$ cat src/rtl/circuit_a_exhaustive_driver_if.sv
// Stimulus/response bus between the exhaustive driver and a Circuit_A unit.
// The driver owns A..D and the unit answers on F.
interface circuit_a_exhaustive_driver_if;
   logic A;
   logic B;
   logic C;
   logic D;
   logic F;

   modport master (output A, B, C, D, input F);
   modport slave  (input A, B, C, D, output F);
endinterface

$ cat src/rtl/circuit_a_exhaustive_driver.sv
// Sweeps all 16 {A,B,C,D} vectors into Circuit_A and scores F against EXP_MASK.
// Status outputs are registered from the state one edge late, so done follows the last sample by a cycle.
module circuit_a_exhaustive_driver #(
   parameter int          SETTLE   = 2,
   parameter logic [15:0] EXP_MASK = 16'hFDFD
) (
   input  logic                                  clk,
   input  logic                                  rst_n,
   input  logic                                  start,
   input  logic                                  abort,
   circuit_a_exhaustive_driver_if.master         unit,
   output logic                                  busy,
   output logic                                  done,
   output logic                                  pass,
   output logic [4:0]                            err_count,
   output logic [15:0]                           result_vec,
   output logic [3:0]                            first_fail,
   output logic                                  fail_valid
);

   localparam logic [1:0] S_IDLE   = 2'd0;
   localparam logic [1:0] S_DRIVE  = 2'd1;
   localparam logic [1:0] S_SAMPLE = 2'd2;
   localparam logic [1:0] S_DONE   = 2'd3;

   localparam logic [3:0] SETTLE_LAST = 4'(SETTLE - 1);

   typedef struct packed {
      logic        pass;
      logic [4:0]  err_count;
      logic [15:0] vec;
      logic [3:0]  first_fail;
      logic        fail_valid;
   } res_t;

   logic [1:0] state;
   logic [3:0] idx;
   logic [3:0] settle_cnt;
   logic [3:0] abcd_q;
   logic       busy_q;
   logic       done_q;
   res_t       res;
   logic       sweeping;
   logic       mismatch;

   assign sweeping = (state == S_DRIVE) || (state == S_SAMPLE);
   assign mismatch = (unit.F != EXP_MASK[idx]);

   always_ff @(posedge clk or negedge rst_n) begin
      if (!rst_n) begin
         state      <= S_IDLE;
         idx        <= '0;
         settle_cnt <= '0;
         abcd_q     <= '0;
         busy_q     <= 1'b0;
         done_q     <= 1'b0;
         res        <= '0;
      end else if (abort) begin
         // Results are kept so a partial sweep can still be inspected.
         state      <= S_IDLE;
         idx        <= '0;
         settle_cnt <= '0;
         abcd_q     <= '0;
         busy_q     <= 1'b0;
         done_q     <= 1'b0;
      end else begin
         busy_q <= sweeping;
         done_q <= (state == S_DONE);
         abcd_q <= sweeping ? idx : 4'd0;
         case (state)
            S_IDLE: begin
               if (start) begin
                  res        <= '0;
                  idx        <= '0;
                  settle_cnt <= '0;
                  state      <= S_DRIVE;
               end
            end
            S_DRIVE: begin
               settle_cnt <= settle_cnt + 4'd1;
               if (settle_cnt == SETTLE_LAST)
                  state <= S_SAMPLE;
            end
            S_SAMPLE: begin
               res.vec[idx] <= unit.F;
               if (mismatch) begin
                  res.err_count <= res.err_count + 5'd1;
                  if (!res.fail_valid) begin
                     res.first_fail <= idx;
                     res.fail_valid <= 1'b1;
                  end
               end
               if (idx == 4'd15) begin
                  state <= S_DONE;
               end else begin
                  idx        <= idx + 4'd1;
                  settle_cnt <= '0;
                  state      <= S_DRIVE;
               end
            end
            default: begin
               // err_count already includes the final sample here.
               res.pass <= (res.err_count == 5'd0);
               state    <= S_IDLE;
            end
         endcase
      end
   end

   assign unit.A     = abcd_q[3];
   assign unit.B     = abcd_q[2];
   assign unit.C     = abcd_q[1];
   assign unit.D     = abcd_q[0];
   assign busy       = busy_q;
   assign done       = done_q;
   assign pass       = res.pass;
   assign err_count  = res.err_count;
   assign result_vec = res.vec;
   assign first_fail = res.first_fail;
   assign fail_valid = res.fail_valid;

endmodule

$ cat src/flat_wrapper.sv
// flat-port wrapper written by rule: the top's interface ports become plain ports
module circuit_a_exhaustive_driver_flat 
#(
   parameter int          SETTLE   = 2,
   parameter logic [15:0] EXP_MASK = 16'hFDFD
)
  (clk, rst_n, start, abort, busy, done, pass, err_count, result_vec, first_fail, fail_valid, unit_A, unit_B, unit_C, unit_D, unit_F);
  circuit_a_exhaustive_driver_if unit_i ();
  input  logic clk;
  input  logic rst_n;
  input  logic start;
  input  logic abort;
  output logic busy;
  output logic done;
  output logic pass;
  output logic [4:0] err_count;
  output logic [15:0] result_vec;
  output logic [3:0] first_fail;
  output logic fail_valid;
  output wire logic [$bits(unit_i.A)-1:0] unit_A;
  output wire logic [$bits(unit_i.B)-1:0] unit_B;
  output wire logic [$bits(unit_i.C)-1:0] unit_C;
  output wire logic [$bits(unit_i.D)-1:0] unit_D;
  input wire logic [$bits(unit_i.F)-1:0] unit_F;
  assign unit_A = unit_i.A;
  assign unit_B = unit_i.B;
  assign unit_C = unit_i.C;
  assign unit_D = unit_i.D;
  assign unit_i.F = unit_F;
  circuit_a_exhaustive_driver #(.SETTLE(SETTLE), .EXP_MASK(EXP_MASK)) u_core (.clk(clk), .rst_n(rst_n), .start(start), .abort(abort), .unit(unit_i), .busy(busy), .done(done), .pass(pass), .err_count(err_count), .result_vec(result_vec), .first_fail(first_fail), .fail_valid(fail_valid));
endmodule
$ cat config.mk
export PLATFORM = sky130hd
export DESIGN_NAME = circuit_a_exhaustive_driver_flat
export DESIGN_NICKNAME = d
export VERILOG_FILES = /design/src/rtl/circuit_a_exhaustive_driver_if.sv /design/src/rtl/circuit_a_exhaustive_driver.sv /design/src/flat_wrapper.sv
export SDC_FILE = /design/constraint.sdc
export NUM_CORES = 1
export LEC_CHECK = 0
export BUFFER_PORTS_ARGS = -buffer_cell sky130_fd_sc_hd__buf_2
export CORE_MARGIN = 3
export CORE_UTILIZATION = 50
export CTS_CLUSTER_SIZE = 30
export DETAILED_ROUTE_END_ITERATION = 10
export PLACE_DENSITY = 0.73
export REMOVE_ABC_BUFFERS = 1
export SLEW_MARGIN = 20
export SYNTH_ARGS = -nofsm -noshare
export SYNTH_HDL_FRONTEND = slang
export SYNTH_SLANG_ARGS = --single-unit
$ cat constraint.sdc
create_clock -name clk -period 6.45 [get_ports clk]
set_input_delay 0.645 -clock clk [delete_from_list [all_inputs] [get_ports clk]]
set_output_delay 0.645 -clock clk [all_outputs]
set_load 0.1 [all_outputs]
==> results of run 1 <==
[cell usage in the layout, fill, tap and decap left out, drive strengths merged, types with 6 or more instances in the layout]
cell / n
nand2: 39
nor2: 15
a21oi: 22
buf: 37
clkbuf: 6
nand3: 21
and2: 7
nor2b: 8
dfrtp: 43
o21ai: 20
inv: 11
ha: 13
[per-stage QoR]
stage / setup slack, ps / area (sq um) / hold slack [ps]
floorplan: 4074 / 2270 / 349.4
global placement: 3856 / 2520 / 475.0
detailed placement: 3728 / 2520 / 477.5
CTS: 3732 / 2623 / 496.5
global route: 3464 / 2623 / 519.0
finish: 3714 / 2623 / 489.8
[power groups by stage]
stage	registers, W	clock network [W]	logic, W
global route	0.000335	0.000215	0.000413
global placement	0.000332	0	0.000380
CTS	0.000328	0.000203	0.000384
floorplan	0.000471	0	0.000166
finish	0.000328	0.000199	0.000383
detailed placement	0.000334	0	0.000382
[how the worst max path moves through the flow]
stage                                      startpoint                               to  slack (ps)  cells past startpoint
after global routing      u_core.state[0]$_DFFE_PN0P_  u_core.err_count[4]$_DFFE_PN0P_        3460                      6
after CTS                 u_core.state[0]$_DFFE_PN0P_  u_core.err_count[4]$_DFFE_PN0P_        3730                      6
after floorplan           u_core.state[0]$_DFFE_PN0P_  u_core.err_count[4]$_DFFE_PN0P_        4070                      6
after detailed placement  u_core.state[0]$_DFFE_PN0P_  u_core.err_count[4]$_DFFE_PN0P_        3730                      6
final                     u_core.state[0]$_DFFE_PN0P_  u_core.err_count[4]$_DFFE_PN0P_        3710                      6
after global placement    u_core.state[0]$_DFFE_PN0P_  u_core.err_count[4]$_DFFE_PN0P_        3860                      6
[kinds of logic after synthesis]
kind of cell    share of synthesized area (%)
compound gates                          14.72
buf+inv                                 6.065
flops                                   45.36
mux                                     3.059
fa+ha+maj                               6.857
simple gates                            23.95
[metal layers]
| metal | GRT usage [%] | share of wire [%] | vias to the layer above |
|---|---|---|---|
| met3 | 4.940 | 6.4 | 5 |
| met1 | 28.33 | 48 | 909 |
| met4 | 6.324 | 1.4 | 0 |
| met2 | 25.15 | 44 | 65 |
| li1 | - | - | 963 |
| met5 | 0 | 0 | - |
[state kept, by name, summed over array words and instances (netlist names)]
signal / cells
u_core.fail_valid: 1
u_core.pass: 1
u_core.settle_cnt: 4
u_core.idx: 4
u_core.err_count: 5
u_core.result_vec: 16
u_core.busy: 1
u_core.state: 2
u_core.first_fail: 4
u_core.done: 1
u_core.abcd_q: 4
[layout make-up]
cell class,count,area [sq um]
fillers,383,1852
multi-input cells,191,1152
flip-flops and latches,43,1076
repair buffers,37,185.2
clock buffers,6,72.57
well taps,52,65.06
inverters,11,41.29
clock inverters,1,30.03
[critical path: stages (launching register included)]
cell	delay (ps)
dfrtp_1	420
inv_1	150
ha_1	540
mux2i_1	270
a2111o_1	630
or4b_1	560
nand3_1	90
==> metrics, run 1 <==
routed vias 1942; total negative slack 0 ps; most frequent cell after synthesis dfrtp_1; largest net degree at the start of global routing 44; port bufs 37; Synth cell types 41; CP required 6690 ps; unrepaired setup endpoints after global routing no; initial antenna violation count 0; final critical-path required period 2736 ps; global-route wire length before repair 7997 um; Final nets 307; chip height roughly 75 um; Reg clk slew, reported paths 80 ps; Tightest Hold Check Type in2async; Main synth FF type dfrtp_1; clk sinks 43; fraction of layout cells with a size suffix above 1 16.96%; Mapped Area 2372 sq um; Power Density 347.0 nW/um^2; clk_lat worst skew 300 ps; Starting Density between 50% and 60%; P_leak approximately 1.3 nW; core area 4474 sq um; routability cong. 0.8282; chip width ~75 um; global route total overflow 0; Period Utilization, post-route between 40% and 50%; Slew headroom 37.61%; WP data arrival between 2000 and 3000 ps; part of the power in registers 36.1%; syn avg cell area between 8 and 9 sq um; Num CTS Buffers 5; Worst IR Drop VDD 283.3 uV; DPL Wire Length between 3000 and 4000 um; R2R Setup Slk about 3700 ps; drt total wl 4799 um; Final ANT Viol Nets 0; Final Util between 50 and 60%; Mapped Cells 266; vias in the first global route 1703; RR Endpoint u_core.err_count[4]$_DFFE_PN0P_; root buf cell clkbuf_8; endpoints failing setup 0; final std cells w/o fill ~340; power share of the clock group 21.8%; Crit Path Class reg2reg; post-CTS repair timing setup buffer count 0; FF-to-FF path depth 6; total power about 0.00091 W; Post-synth EDFFs 0; count of final hold-check violations 0; Worst-Margin Slew 935.9 ps; FF+latch count, synth 43; async set or reset register ratio after synthesis 100.0%; aggregate global-route resource usage 18.52%; CTS tree built; number of primary I/O pins 38; Power Internal 0.0005040 W; Yosys warnings 0; Yosys top cell by area dfrtp_1; Area Overhead vs Synth 10.55%; Diodes inserted 0; Post-Place Cells 334; synth cell count leaders dfrtp_1 (43), nand2_1 (39), a21oi_1 (22); top cells by area, synth dfrtp_1 (45%), ha_1 (6.9%), nand2_1 (6.2%), a21oi_1 (4.6%), nand3_1 (4.4%); DR WL/cell 14.07 um; crit path max fanout 19; startpoint class of the critical path register; Switching Share 44.62%; Max Slew Vio Count 0; maxcap violations 0; drt pass-1 iters 5; Seq/Total Area, Yosys 45.36%; via-per-instance ratio 5.695; Combinational Power Share 42.1%; H-tree Lvls 2; first-iteration detailed-routing DRC count 216; die area 5607 sq um; crit end category register; status completed; DRC 0; Synth top area share around 45%; Max Clk Rate around 370 MHz; clk_skew 11.12 ps; FF-to-FF Start u_core.state[0]$_DFFE_PN0P_; Post-CTS Resized 0; Clock Tree Buf Depth 2; FP Rows 24; Net Sw Power 0.0004061 W; Hold Buf Count CTS 0
Power figures use the tool's default switching activity.
==> inputs of run 2 (changes only) <==
--- a/config.mk
+++ b/config.mk
@@ -10,7 +10,7 @@
 export CORE_UTILIZATION = 50
 export CTS_CLUSTER_SIZE = 30
 export DETAILED_ROUTE_END_ITERATION = 10
-export PLACE_DENSITY = 0.73
+export PLACE_DENSITY = 0.76
 export REMOVE_ABC_BUFFERS = 1
 export SLEW_MARGIN = 20
 export SYNTH_ARGS = -nofsm -noshare
==> constraint.sdc (replaced) <==
create_clock -name clk -period 2.25 [get_ports clk]
set_input_delay 0.225 -clock clk [delete_from_list [all_inputs] [get_ports clk]]
set_output_delay 0.225 -clock clk [all_outputs]
set_load 0.1 [all_outputs]
==> run 2 against run 1 <==
  * Cell area up 3.7%
  * Sequential power rose to 2.9 times the previous value
  * Utilization up 2.2 points
  * Critical path type unchanged
  * Critical endpoint unchanged
  * Die area unchanged
  * Final cell count up 4.1%
  * Largest cell class unchanged
  * First-iteration DRC count down 24%
  * Highest routed layer unchanged
  * Worst setup slack worse by 3600 ps
  * Hold slack worse by 190 ps
==> metrics, run 2 (same netlist as run 1, synthesis figures left out) <==
Final Util 60.77% (was 58.61%); Switching Share 45.57% (was 44.62%); Tightest Hold Check Type in2reg (was in2async); clk_lat worst skew 290 ps (was 300 ps); cell family with most CP delay simple AND/OR/NAND/NOR gates (unchanged); part of the power in registers 36.1% (about the same); status completed (unchanged); count of final hold-check violations 0 (unchanged); CP cell instances inv_1 -> ha_1 -> and2_1 -> a2111o_1 -> or4b_1 -> nand3_1 (was inv_1 -> ha_1 -> mux2i_1 -> a2111o_1 -> or4b_1 -> nand3_1); crit path max fanout 5 (was 19); largest net degree at the start of global routing 24 (was 44); P_leak 1.372 nW (was 1.308 nW); Final nets 321 (was 307); Period Utilization, post-route 93.11% (was 42.42%); hold path cells 3; first-iteration detailed-routing DRC count 165 (was 216); Diodes inserted 0 (unchanged); die area 5607 sq um (unchanged); CP required 2480 ps (was 6690 ps); most common cell after layout, fill and taps aside dfrtp_1 (unchanged); commonest cells after routing, fill and taps aside dfrtp_1 (42), nand2_1 (39), buf_2 (37), a21oi_1 (22), nand3_1 (21) (was dfrtp_1 (43), nand2_1 (39), buf_2 (37), a21oi_1 (22), nand3_1 (21)); H-tree Lvls 2 (unchanged); routed vias 2034 (was 1942); global-route wire length before repair 8556 um (was 7997 um); via-per-instance ratio 5.730 (was 5.695); core area 4474 sq um (unchanged); Combinational Power Share 45.2% (was 42.1%); max reg flops 16 (unchanged); clk sinks 43 (unchanged); unrepaired setup endpoints after global routing no (unchanged); Hold Crit Start unit_F; total negative slack 0 ps (unchanged); global route total overflow 0 (unchanged); Max Clk Rate 477.3 MHz (was 365.4 MHz); Area Overhead vs Synth 14.61% (was 10.55%); chip height 74.88 um (unchanged); routability cong. 0.8600 (was 0.8282); startpoint class of the critical path register (unchanged); Max Slew Vio Count 0 (unchanged); buffers plus inverters on the worst setup path 1 (unchanged); Reg clk slew, reported paths 80 ps (about the same); DPL Wire Length 3543 um (was 3251 um); number of primary I/O pins 38 (unchanged); post-CTS repair timing setup buffer count 0 (unchanged); maxcap violations 0 (unchanged); initial antenna violation count 0 (unchanged); R2R Setup Slk 160 ps (was 3710 ps); root buf cell clkbuf_8 (unchanged); DR WL/cell 14.39 um (was 14.07 um); Net Sw Power 0.001189 W (was 0.0004061 W); fraction of layout cells with a size suffix above 1 21.45% (was 16.96%); Power Internal 0.001420 W (was 0.0005040 W); FF-to-FF Start u_core.state[0]$_DFFE_PN0P_ (unchanged); crit end category register (unchanged); Worst IR Drop VDD 734.7 uV (was 283.3 uV); Worst-Margin Slew 612.3 ps (was 935.9 ps); Crit Path Class reg2reg (unchanged); Final ANT Viol Nets 0 (unchanged); Slowest Stage Delay on Critical Path 520 ps (was 630 ps); drt pass-1 iters 4 (was 5); WP data arrival 2330 ps (was 2970 ps); drt total wl 5108 um (was 4799 um); FP Rows 24 (unchanged); Starting Density 53.02% (unchanged); DRC 0 (unchanged); port bufs 37 (unchanged); Clock Tree Buf Depth 2 (unchanged); aggregate global-route resource usage 19.71% (was 18.52%); worst hold endpoint u_core.result_vec[14]$_DFFE_PN0P_; CTS tree built (unchanged); CP max-delay cell or4b_1 (was a2111o_1); chip width 74.88 um (unchanged); power share of the clock group 18.8% (was 21.8%); Power Density 959.4 nW/um^2 (was 347.0 nW/um^2); clk_skew 8.820 ps (was 11.12 ps); Slew headroom 58.60% (was 37.61%); Filler cells 380 (was 383); vias in the first global route 1814 (was 1703); endpoints failing setup 0 (unchanged); final critical-path required period 2095 ps (was 2736 ps); RR Endpoint u_core.err_count[4]$_DFFE_PN0P_ (unchanged); Num CTS Buffers 5 (unchanged); FF-to-FF path depth 6 (unchanged)
==> run 2: metal layers <==
metal | vias to the layer above | track usage (%) | share of wire (%)
li1 | 995 | - | -
met1 | 955 | 27.94 | 47
met2 | 74 | 30.56 | 45
met3 | 10 | 2.937 | 6.1
met4 | 0 | 7.510 | 1.9
met5 | - | 0 | 0
==> run 2: layout make-up <==
class                           instances  area [sq um]  share of cell area (%)
Clock inverter                          1         5.005                  0.1841
Clock buffer                            6         82.58                   3.037
Sequential cell                        43          1077                   39.62
Multi-Input combinational cell        191          1155                   42.48
Tap cell                               52         65.06                   2.393
Timing Repair Buffer                   51         292.8                   10.77
Inverter                               11         41.29                   1.519
==> run 2: worst max path at each step <==
stage,startpoint,end,slack [ps],depth (start not counted)
finish,u_core.state[0]$_DFFE_PN0P_,u_core.err_count[4]$_DFFE_PN0P_,160,6
floorplan,u_core.state[0]$_DFFE_PN0P_,u_core.err_count[4]$_DFFE_PN0P_,-130,6
global placement,u_core.idx[1]$_DFFE_PN0P_,u_core.err_count[4]$_DFFE_PN0P_,230,6
global route,u_core.state[0]$_DFFE_PN0P_,u_core.first_fail[2]$_DFFE_PN0P_,30,6
CTS,u_core.state[0]$_DFFE_PN0P_,u_core.err_count[4]$_DFFE_PN0P_,130,6
detailed placement,u_core.state[0]$_DFFE_PN0P_,u_core.first_fail[3]$_DFFE_PN0P_,150,6
==> run 2: power by group through the flow <==
stage / clock [W] / combinational (W) / sequential, W
after floorplan: 0 / 0.000476 / 0.00135
after global placement: 0 / 0.00116 / 0.000952
after detailed placement: 0 / 0.00116 / 0.000955
after CTS: 0.000504 / 0.00117 / 0.000939
after global routing: 0.000530 / 0.00127 / 0.000957
final: 0.000490 / 0.00118 / 0.000941
==> run 2: through the flow <==
| step | setup slack [ps] | cell area, sq um | instances | hold WS, ps | total power, W |
|---|---|---|---|---|---|
| floorplan | -125.6 | 2270 | 245 | -70.59 | 0.001826 |
| global placement | 225.3 | 2618 | 347 | 229.6 | 0.002110 |
| detailed placement | 147.2 | 2618 | 347 | 238.2 | 0.002118 |
| CTS | 128.6 | 2715 | 355 | 284.5 | 0.002614 |
| global route | 25.92 | 2719 | 355 | 302.0 | 0.002761 |
| finish | 155.1 | 2719 | 355 | 297.9 | 0.002609 |
==> run 2: worst register-to-register path, cell delays in order (launching register included) <==
cell	delay [ps]
dfrtp_1	400
inv_1	120
ha_1	270
and2_1	160
a2111o_1	470
or4b_1	520
nand3_1	90
==> run 2: what timing repair did <==
action / CTS / global route
hold buffers: 1 / 0
hold endpoints to repair: 22 / 0
resized for setup: 0 / 3
setup endpoints to repair: 0 / 7
==> inputs of run 3 (changes only) <==
--- a/config.mk
+++ b/config.mk
@@ -6,11 +6,12 @@
 export NUM_CORES = 1
 export LEC_CHECK = 0
 export BUFFER_PORTS_ARGS = -buffer_cell sky130_fd_sc_hd__buf_2
+export CORE_ASPECT_RATIO = 0.9
 export CORE_MARGIN = 3
 export CORE_UTILIZATION = 50
 export CTS_CLUSTER_SIZE = 30
 export DETAILED_ROUTE_END_ITERATION = 10
-export PLACE_DENSITY = 0.76
+export PLACE_DENSITY = 0.75
 export REMOVE_ABC_BUFFERS = 1
 export SLEW_MARGIN = 20
 export SYNTH_ARGS = -nofsm -noshare
==> run 3 against run 2 <==
  * Clock power fell by 10%
  * Via count is 2.2% lower
  * Largest power group unchanged
  * Fmax rose by 1.9%
  * Utilization fell by 0.48 points
  * Flip-flop and latch count is the same
==> metrics, run 3 (same netlist as run 1, synthesis figures left out) <==
Reg clk slew, reported paths 70 ps (was 80 ps); area of the multi-input gates 1155 sq um (unchanged); Filler cells 408 (was 380); RR Endpoint u_core.first_fail[0]$_DFFE_PN0P_ (was u_core.err_count[4]$_DFFE_PN0P_); root buf cell clkbuf_8 (unchanged); count of final hold-check violations 0 (unchanged); crit path max fanout 17 (was 5); Final ANT Viol Nets 0 (unchanged); DPL Wire Length 3585 um (was 3543 um); worst hold endpoint u_core.settle_cnt[3]$_DFFE_PN0P_ (was u_core.result_vec[14]$_DFFE_PN0P_); Worst IR Drop VDD 562.4 uV (was 734.7 uV); Slew headroom 67.53% (was 58.60%); crit end category register (unchanged); routed vias 1989 (was 2034); aggregate global-route resource usage 19.34% (was 19.71%); Slowest Stage Delay on Critical Path 470 ps (was 520 ps); port bufs 37 (unchanged); Clock Tree Buf Depth 2 (unchanged); Hold Crit Start abort (was unit_F); Final Util 60.29% (was 60.77%); global route total overflow 0 (unchanged); status completed (unchanged); CP max-delay cell dfrtp_1 (was or4b_1); total negative slack 0 ps (unchanged); clk_skew 7.528 ps (was 8.820 ps); chip width 78.61 um (was 74.88 um); fraction of layout cells with a size suffix above 1 21.45% (unchanged); vias in the first global route 1877 (was 1814); global-route wire length before repair 8714 um (was 8556 um); Final nets 322 (was 321); max reg flops 16 (unchanged); FP Rows 23 (was 24); Max Clk Rate 486.4 MHz (was 477.3 MHz); DR WL/cell 13.81 um (was 14.39 um); Power Density 936.3 nW/um^2 (was 959.4 nW/um^2); commonest cells after routing, fill and taps aside dfrtp_1 (42), nand2_1 (39), buf_2 (37), a21oi_1 (22), nand3_1 (21) (unchanged); Area Overhead vs Synth 14.82% (was 14.61%); clk sinks 43 (unchanged); Period Utilization, post-route 91.38% (was 93.11%); Num CTS Buffers 5 (unchanged); FF-to-FF path depth 5 (was 6); Worst-Margin Slew 490.4 ps (was 612.3 ps); core area 4518 sq um (was 4474 sq um); via-per-instance ratio 5.449 (was 5.730); Max Slew Vio Count 0 (unchanged); FF-to-FF Start u_core.idx[0]$_DFFE_PN0P_ (was u_core.state[0]$_DFFE_PN0P_); final critical-path required period 2056 ps (was 2095 ps); H-tree Lvls 2 (unchanged); Register Area 1077 sq um (unchanged); CTS tree built (unchanged); Post-Place Cells 358 (was 347); CP cell instances ha_1 -> nor4bb_1 -> a2111o_1 -> buf_4 -> o311ai_0 (was inv_1 -> ha_1 -> and2_1 -> a2111o_1 -> or4b_1 -> nand3_1); startpoint class of the critical path register (unchanged); DRC 0 (unchanged); post-CTS repair timing setup buffer count 0 (unchanged); clk_lat worst skew 290 ps (about the same); unrepaired setup endpoints after global routing no (unchanged); initial antenna violation count 0 (unchanged); Diodes inserted 0 (unchanged); most common cell after layout, fill and taps aside dfrtp_1 (unchanged); routability cong. 0.8842 (was 0.8600); Crit Path Class reg2reg (unchanged); hold path cells 3 (unchanged); drt pass-1 iters 4 (unchanged); Tightest Hold Check Type in2reg (unchanged); chip height 71.35 um (was 74.88 um); first-iteration detailed-routing DRC count 157 (was 165); WP data arrival 2220 ps (was 2330 ps); die area 5608 sq um (was 5607 sq um); R2R Setup Slk 190 ps (was 160 ps); maxcap violations 0 (unchanged); Starting Density 52.51% (was 53.02%); final std cells w/o fill 365 (was 355); CP required 2410 ps (was 2480 ps); drt total wl 5040 um (was 5108 um); number of primary I/O pins 38 (unchanged); P_leak 1.366 nW (was 1.372 nW); endpoints failing setup 0 (unchanged); largest net degree at the start of global routing 29 (was 24)
[run 3: repair_timing]
item,4_1_cts,5_1_grt
hold endpoints to repair,15,0
gates resized for setup,0,3
hold buffers,1,0
setup endpoints to repair,0,2
[run 3: cell type report]
class | count | share of cell area (%)
sequential | 43 | 39.55
multi-input combinational | 191 | 42.40
tap | 62 | 2.848
timing repair buffer | 52 | 11.02
clock buffer | 6 | 2.664
inverter | 11 | 1.516
[run 3: how the worst max path moves through the flow]
stage | to | startpoint | slack, ps
after floorplan | u_core.err_count[4]$_DFFE_PN0P_ | u_core.state[0]$_DFFE_PN0P_ | -130
after global placement | u_core.err_count[4]$_DFFE_PN0P_ | u_core.idx[1]$_DFFE_PN0P_ | 210
after detailed placement | u_core.first_fail[0]$_DFFE_PN0P_ | u_core.idx[1]$_DFFE_PN0P_ | 150
after CTS | u_core.first_fail[1]$_DFFE_PN0P_ | u_core.idx[1]$_DFFE_PN0P_ | 160
after global routing | u_core.first_fail[3]$_DFFE_PN0P_ | u_core.idx[0]$_DFFE_PN0P_ | 30
final | u_core.first_fail[0]$_DFFE_PN0P_ | u_core.idx[0]$_DFFE_PN0P_ | 190
[run 3: per-layer routing]
layer	vias up	part of all wire [%]	global-route usage, %
met5	-	0	0
met1	945	49	28.00
met2	39	46	29.88
met3	7	3.7	3.643
li1	998	-	-
met4	0	1.1	5.437
[run 3: critical path: cells and delay by family, from the launching register on]
family                     cells  cell delay (ps)
AOI/OAI and AO/OA              2              770
and+or+nand+nor                1              170
buffers and inverters          1              200
adders and majority gates      1              320
DFF                            1              470
[run 3: where the power goes]
part           internal, W  switching, W  total (W)
clock             0.000207      0.000233   0.000440
combinational     0.000323      0.000846    0.00117
sequential        0.000851     0.0000914   0.000942
total              0.00138       0.00117    0.00255
[run 3: stage by stage]
| stage | area (sq um) | setup WS [ps] | total power, W | hold slack (ps) |
|---|---|---|---|---|
| after floorplan | 2270 | -125.6 | 0.001826 | -70.59 |
| after global placement | 2638 | 214.1 | 0.002104 | 142.0 |
| final | 2724 | 194.0 | 0.002550 | 275.9 |
| after global routing | 2724 | 25.95 | 0.002714 | 287.9 |
| after CTS | 2720 | 158.9 | 0.002560 | 275.8 |
| after detailed placement | 2638 | 146.3 | 0.002117 | 142.3 |
